[config.mk]
export PLATFORM = sky130hd
export DESIGN_NAME = noc_inject_arbiter
export DESIGN_NICKNAME = d
export VERILOG_FILES = /design/src/rtl/noc_arb_pkg.sv /design/src/rtl/rr_pick.sv /design/src/rtl/noc_inject_arbiter.sv
export SDC_FILE = /design/constraint.sdc
export NUM_CORES = 1
export LEC_CHECK = 0
export ABC_CLOCK_PERIOD_IN_PS = 3200
export CAP_MARGIN = 10
export CELL_PAD_IN_SITES_DETAIL_PLACEMENT = 2
export CELL_PAD_IN_SITES_GLOBAL_PLACEMENT = 2
export CORE_MARGIN = 4
export CORE_UTILIZATION = 17
export DETAILED_ROUTE_END_ITERATION = 6
export PLACE_DENSITY = 0.84
export SKIP_CTS_REPAIR_TIMING = 1
export SYNTH_ARGS = -nofsm -noshare
export SYNTH_HDL_FRONTEND = slang
export SYNTH_SLANG_ARGS = --single-unit
[constraint.sdc]
create_clock -name clk_line -period 3.2 [get_ports clk_line]
set_input_delay 0.8 -clock clk_line [delete_from_list [all_inputs] [get_ports clk_line]]
set_output_delay 0.8 -clock clk_line [all_outputs]
set_load 0.02 [all_outputs]
[src/rtl/noc_arb_pkg.sv]
// Shared types and index-width helpers for the NoC injection arbiter.
package noc_arb_pkg;

  typedef enum logic {IDLE = 1'b0, XFER = 1'b1} arb_state_t;

  function automatic int idx_w(input int n);
    return (n <= 2) ? 1 : $clog2(n);
  endfunction

  localparam int MAX_REQ   = 8;
  localparam int MAX_IDX_W = idx_w(MAX_REQ);

endpackage

[src/rtl/rr_pick.sv]
// Combinational round-robin pick: first valid requester strictly after last_winner, wrapping.
module rr_pick
  import noc_arb_pkg::*;
#(
  parameter int N_REQ = 4,
  parameter int IW    = idx_w(N_REQ)
) (
  input  logic [N_REQ-1:0] valid,
  input  logic [IW-1:0]    last_winner,
  output logic [N_REQ-1:0] pick,
  output logic [IW-1:0]    pick_idx,
  output logic             any_valid
);

  logic found;
  int   j;

  always_comb begin
    pick      = '0;
    pick_idx  = '0;
    any_valid = |valid;
    found     = 1'b0;
    j         = 0;
    // k == N_REQ lands on last_winner itself, so a lone requester can re-win
    for (int k = 1; k <= N_REQ; k++) begin
      j = int'(last_winner) + k;
      if (j >= N_REQ) j = j - N_REQ;
      if (!found && valid[j]) begin
        found    = 1'b1;
        pick[j]  = 1'b1;
        pick_idx = j[IW-1:0];
      end
    end
  end

endmodule

[src/rtl/noc_inject_arbiter.sv]
// Packet-granular round-robin arbiter feeding the tile switch local-in port.
module noc_inject_arbiter
  import noc_arb_pkg::*;
#(
  parameter int BW    = 32,
  parameter int BWB   = BW / 8,
  parameter int N_REQ = 4,
  parameter int CNT_W = 16
) (
  input  logic                 clk_line,
  input  logic                 clk_line_rst_high,
  input  logic                 arb_enable,
  input  logic [N_REQ-1:0]     req_TVALID,
  input  logic [N_REQ-1:0]     req_TLAST,
  input  logic [N_REQ*BW-1:0]  req_TDATA,
  input  logic [N_REQ*BWB-1:0] req_TKEEP,
  output logic [N_REQ-1:0]     req_TREADY,
  output logic                 out_TVALID,
  output logic                 out_TLAST,
  output logic [BW-1:0]        out_TDATA,
  output logic [BWB-1:0]       out_TKEEP,
  input  logic                 out_TREADY,
  output logic [N_REQ-1:0]     grant_onehot,
  output logic                 busy,
  output logic [CNT_W-1:0]     pkt_count
);

  localparam int IW = idx_w(N_REQ);

  if (N_REQ < 2 || N_REQ > MAX_REQ) begin : g_bad_n
    $error("noc_inject_arbiter: N_REQ out of range");
  end

  arb_state_t                   state;
  logic [IW-1:0]                last_winner;
  logic [N_REQ-1:0]             pick;
  logic [IW-1:0]                pick_idx;
  logic                         any_valid;
  logic [N_REQ-1:0][BW-1:0]     data_a;
  logic [N_REQ-1:0][BWB-1:0]    keep_a;

  assign data_a = req_TDATA;
  assign keep_a = req_TKEEP;
  assign busy   = (state == XFER);

  rr_pick #(.N_REQ(N_REQ), .IW(IW)) u_pick (
    .valid       (req_TVALID),
    .last_winner (last_winner),
    .pick        (pick),
    .pick_idx    (pick_idx),
    .any_valid   (any_valid)
  );

  // last_winner doubles as the mux select while a packet is in flight
  always_comb begin
    out_TVALID = 1'b0;
    out_TLAST  = 1'b0;
    out_TDATA  = '0;
    out_TKEEP  = '0;
    req_TREADY = '0;
    if (state == XFER) begin
      out_TVALID = req_TVALID[last_winner];
      out_TLAST  = req_TLAST[last_winner];
      out_TDATA  = data_a[last_winner];
      out_TKEEP  = keep_a[last_winner];
      req_TREADY = grant_onehot & {N_REQ{out_TREADY}};
    end
  end

  always_ff @(posedge clk_line or posedge clk_line_rst_high) begin
    if (clk_line_rst_high) begin
      state        <= IDLE;
      grant_onehot <= '0;
      last_winner  <= IW'(N_REQ - 1);
      pkt_count    <= '0;
    end else begin
      case (state)
        IDLE: if (arb_enable && any_valid) begin
          state        <= XFER;
          grant_onehot <= pick;
          last_winner  <= pick_idx;
        end
        XFER: if (out_TVALID && out_TREADY && out_TLAST) begin
          state        <= IDLE;
          grant_onehot <= '0;
          pkt_count    <= pkt_count + 1'b1;
        end
        default: state <= IDLE;
      endcase
    end
  end

endmodule

# Word level (Yosys, flattened, before mapping)
# Cells that the tools add are included.
dict set report totals {
  register_bits 23
  in_bits 156
  out_inout_bits 63
  wordCells 104
}
dict set report op_classes {
  addsub 9
  n_lt_le_gt_ge 13
  n_eq_ne 2
  muxes 54
  bitwise_logic 5
  n_reduce_logical 17
}
# op n
set ops {}
lappend ops {{two-way mux 32 bit} 6}
lappend ops {{>= comparator 32 x 1 -> 1 bit (second input constant)} 4}
lappend ops {{>= comparator 32 x 4 -> 1 bit (second input constant)} 4}
lappend ops {{< comparator 32 x 4 -> 1 bit (second input constant)} 4}
lappend ops {{subtractor 32 x 4 -> 32 bit (second input constant)} 4}
lappend ops {{binary-select mux 32 bit (select 2 bit)} 1}
lappend ops {{two-way mux 4 bit} 9}
lappend ops {{two-way mux 1 bit} 21}
lappend ops {{adder 16 x 1 -> 16 bit (second input constant)} 1}
lappend ops {{binary-select mux 1 bit (select 2 bit)} 6}
lappend ops {{OR 4 bit} 3}
lappend ops {{logical AND 1 bit} 10}
lappend ops {{binary-select mux 4 bit (select 2 bit)} 1}
lappend ops {{demux 1 bit (select 2 bit)} 4}
lappend ops {{two-way mux 2 bit} 4}
lappend ops {{case mux 4 bit (2 select lines)} 1}
lappend ops {{adder 2 x 2 -> 3 bit (second input constant)} 2}
lappend ops {{AND reduction 2 bit} 3}
lappend ops {{adder 2 x 3 -> 4 bit (second input constant)} 1}
lappend ops {{AND 4 bit} 1}
lappend ops {{OR reduction 4 bit} 1}
lappend ops {{adder 2 x 1 -> 3 bit (second input constant)} 1}
lappend ops {{zero test 1 bit} 3}
lappend ops {{< comparator 2 x 3 -> 1 bit (second input constant)} 1}
lappend ops {{4 further kinds} 4}

# Depth between registers and ports, before layout
dict set report depth {
  ltp_word 18
  ltp_mapped 10
  ltp_nobuf 7
}

# Hierarchy
# A second synthesis with hierarchy kept.
dict set report hier_totals {
  hier_cells 255
  hier_area_um2 2720.1
}
# mod n_inst cells_per_inst area_each_um2 seq_area_each_um2
set modules_own_cells {}
lappend modules_own_cells {noc_inject_arbiter 1 202 2270.9 578.1}
lappend modules_own_cells {rr_pick 1 53 449.2 0.0}

# Least setup slack after synthesis
# OpenSTA, ideal clock, no wires.
dict set report synth_timing {
  kind {register to register}
  startpoint {register last_winner[1]}
  endpoint {register grant_onehot[0]}
  setup_time_ps 82
  arrival_ps 2602
  required_time_ps 3118
  setup_slack_ps 516
  stages_incl_launch_ff 11
  path_buffers 3
  synth_period_minus_slack_ps 2684
  cell_sequence {dfstp_2 -> buf_2 -> buf_1 -> inv_1 -> ha_1 -> mux4_2 -> buf_2 -> nor2_1 -> and3_2 -> nand2_1 -> a31oi_1}
}
dict set report synth_between {
  elab_chain_cells 18
}
# element line_no
set synth_lines {}
lappend synth_lines {{start: declaration} noc_inject_arbiter.sv:35} ;# logic [IW-1:0] last_winner;
lappend synth_lines {{start signal: assignment} noc_inject_arbiter.sv:74} ;# last_winner <= IW'(N_REQ - 1);
lappend synth_lines {{start signal: assignment} noc_inject_arbiter.sv:81} ;# last_winner <= pick_idx;
lappend synth_lines {{branches (longest 18 deep; another with subtractor 32 x 4 -> 32 bit)} --}
lappend synth_lines {{end signal: assignment} noc_inject_arbiter.sv:80} ;# grant_onehot <= pick;
lappend synth_lines {{end: declaration} noc_inject_arbiter.sv:23} ;# output logic [N_REQ-1:0] grant_onehot,
# Several ways; the timed one is not identified. The select of a mux whose other input is x is not followed.
# A chain may end at the register's enable or synchronous reset.

# Worst setup path in the final report
dict set report layout_timing {
  startpoint {input port req_TDATA[98]}
  endpoint {output port out_TDATA[2]}
}
dict set report layout_between {
  elab_chain_cells 3
}
# element line_no
set layout_lines {}
lappend layout_lines {{start: declaration} noc_inject_arbiter.sv:15} ;# input logic [N_REQ*BW-1:0] req_TDATA,
lappend layout_lines {{binary-select mux 32 bit (select 2 bit)} noc_inject_arbiter.sv:64} ;# out_TDATA = data_a[last_winner];
lappend layout_lines {{two-way mux 32 bit (implied by the code)} noc_inject_arbiter.sv:64}
lappend layout_lines {{two-way mux 32 bit} noc_inject_arbiter.sv:61} ;# if (state == XFER) begin
lappend layout_lines {{end: declaration} noc_inject_arbiter.sv:20} ;# output logic [BW-1:0] out_TDATA,
# No other way between the ends. The select of a mux whose other input is x is not followed.

==> run_results.csv <==
group,metric,value,unit
min_path,hp-start,"pkt_count[15]",
timing,drv_slew,0,
min_path,holdPathStages,1,
layout,final_nets,604,
die,num_rows,44,
cts,clk_latency,250,ps
placed_design,gp_congestion,0.762,
die,die_h,130,µm
timing,period_minus_slack,3190,ps
synth,synth_compound_area_share,4.35,%
layout,final_common_cell,"clkdlybuf4s50_1",
cts,clockBufferDepth,2,
min_path,hold_path_class,"reg -> reg",
synth,synth_area_per_cell,11.6,µm²
run_status,status,"finished clean",
worst_setup_path,worst_ep_arrival_time,2390,ps
placed_design,io_buffers,218,
cts,cts_tree,"yes",
synth,synth_cell_type_count,33,
power_and_ir_drop,p_total,3.81,mW
synth,synth_fa_ha_area_share,4.45,%
worst_setup_path,crit_fanout,1,
synth,synth_area,0.00253,mm²
power_and_ir_drop,peakVddDrop,0.301,mV
flow_run,drv_cap,0,
synth,yosys.area_share.simple,19.4,%
global_route,antenna_found_initial,2,
layout,final_cell_mix,"clkdlybuf4s50_1, mux4_2, and2_1",
cts,cts_root_buf,"clkbuf_16",
layout,area_growth,103,%
synth,synth_xor_area_share,5.53,%
worst_setup_path,path_class,"in -> out",
synth,syn_inst,219,
timing,final_hold_viol_count,0,
timing,max_freq,0.314,GHz
worst_setup_path,r2r_cells,9,
synth,synth-async-reset-ratio,100,%
power_and_ir_drop,p_leak,2.35,nW
layout,drive_gt1_share,14.8,%
detailed_routing,via_per_inst,4.54,
die,ios,219,
global_route,grt_use_total,14.0,%
detailed_routing,avgRoutedWirePerCell,20.3,µm
placed_design,dp_worst_setup_slack,-155,ps
synth,ys.flop_type,"dfrtp_1",
layout,fin_util,35.3,%
global_route,grt_max_degree,48,
worst_setup_path,timing.rr.start,"last_winner[1]",
cts,cts.clk_slew.worst_paths,60,ps
timing,worst_slew_margin_rel,37.3,%
cts,h-tree-depth,1,
worst_setup_path,cp-end-kind,"output port",
synth,synth_top_family_by_area,"multiplexers",
worst_setup_path,start_kind,"input pin",
synth,synth_edf_count,0,
detailed_routing,drtIter0Drc,66,
die,die_area,0.0169,mm²
worst_setup_path,r2r_slack,400,ps
synth,synth_nets,384,
min_path,holdPathEnd,"pkt_count[15]",
detailed_routing,ant_nets,0,
synth,ys_ff_latch,23,
detailed_routing,wirelength,12.6,mm
timing,finalSetupViolCount,0,
worst_setup_path,worstPathRequired,2400,ps
global_route,grt.overflow.total,0,
die,start_util,17.4,%
die,die-width,130,µm
cts,clkSinkCount,23,
die,core-area,0.0146,mm²
timing,setup_ws,14.7,ps
timing,tightest_slew,940,ps
detailed_routing,dr_total_vias,2822,
placed_design,place_hpwl,11.0,mm
timing,fin_crit_sh,99.5,%
cts,cts_made_buffers,3,
worst_setup_path,r2r-end,"last_winner[1]",
power_and_ir_drop,power_density,739,mW/mm²
layout,antenna_cells,0,
global_route,grt_pass1_vias,3314,
synth,yosysSeqAreaShare,22.8,%
detailed_routing,drc,0,
layout,fill_cells,1537,
detailed_routing,firstDrtPassIters,4,
timing,skew,3.12,ps
synth,synth_mux_area_share,39.6,%
global_route,grt_pass1_wl,18.3,mm
synth,ys_warn_count,0,
sequential cells by signal, summed over array words and instances, names as in the netlist:
| register | count |
|---|---|
| grant_onehot | 4 |
| busy | 1 |
| pkt_count | 16 |
| last_winner | 2 |
how the worst max path moves through the flow:
| stage | cells after the start | from | end |
|---|---|---|---|
| after floorplan | 10 | last_winner[1] | grant_onehot[0] |
| after global placement | 4 | req_TVALID[0] | out_TVALID |
| after detailed placement | 4 | req_TVALID[0] | out_TVALID |
| after CTS | 4 | req_TVALID[0] | out_TVALID |
| after global routing | 4 | req_TDATA[98] | out_TDATA[2] |
| final | 4 | req_TDATA[98] | out_TDATA[2] |
per-layer routing:
layer	vias to the layer above	share of wire [%]	track usage (%)
li1	1270	-	-
met1	1408	35	15.0
met2	124	57	27.1
met3	16	7.0	4.01
met4	4	1.7	2.57
met5	-	0.29	0
stage by stage:
stage / setup TNS (ps) / hold slack (ps) / instance area, µm² / cells
2_1_floorplan: 0 / 582 / 2530 / 219
3_3_place_gp: -291 / 484 / 4980 / 617
3_5_place_dp: -553 / 490 / 4980 / 617
4_1_cts: -595 / 500 / 5060 / 621
5_1_grt: -9.31 / 523 / 5150 / 622
6_report: 0 / 488 / 5150 / 622
synthesized netlist by cell type, drive strengths merged, types with 4 or more instances:
library cell	n	area [µm²]
mux4	41	923
xnor2	11	96.3
a31oi	4	25.0
mux2i	8	80.1
nand4	6	52.6
inv	6	22.5
and2	38	238
and3	8	51.3
ha	9	113
nand2	16	60.1
a21oi	5	25.0
nor2	6	22.5
a22o	4	35.0
buf	9	48.8
clkbuf	7	26.3
dfrtp	21	526
xor2	5	43.8
logic make-up (layout without fill, tap and decap cells):
group / count (synthesis) / in the layout
xor gates and xnor gates: 16 / 16
adders and majority gates: 9 / 9
and+or+nand+nor: 83 / 83
muxes: 49 / 49
DFF: 23 / 23
buffers and inverters: 22 / 241
AOI/OAI and AO/OA: 17 / 17
report_power, final:
| part | switching, mW | leakage (nW) | internal, mW |
|---|---|---|---|
| Clock | 0.107 | 0.0409 | 0.168 |
| Combinational | 1.47 | 2.01 | 1.62 |
| Sequential | 0.0756 | 0.293 | 0.369 |
| Total | 1.65 | 2.35 | 2.15 |
worst max-delay path, cell delays in order:
cell	delay [ps]
clkdlybuf4s50_1	420
mux4_2	460
and2_1	160
clkdlybuf4s50_1	550
final cells by class:
| type | instances | area (µm²) | share of cell area [%] |
|---|---|---|---|
| multi-input cells | 174 | 1860 | 36.0 |
| repair buffers | 231 | 2380 | 46.3 |
| clock buffers | 3 | 75.1 | 1.46 |
| inverters | 6 | 22.5 | 0.437 |
| clock inverters | 1 | 5.00 | 0.0971 |
| well taps | 184 | 230 | 4.47 |
| flip-flops and latches | 23 | 578 | 11.2 |
Power figures use the tool's default switching activity.
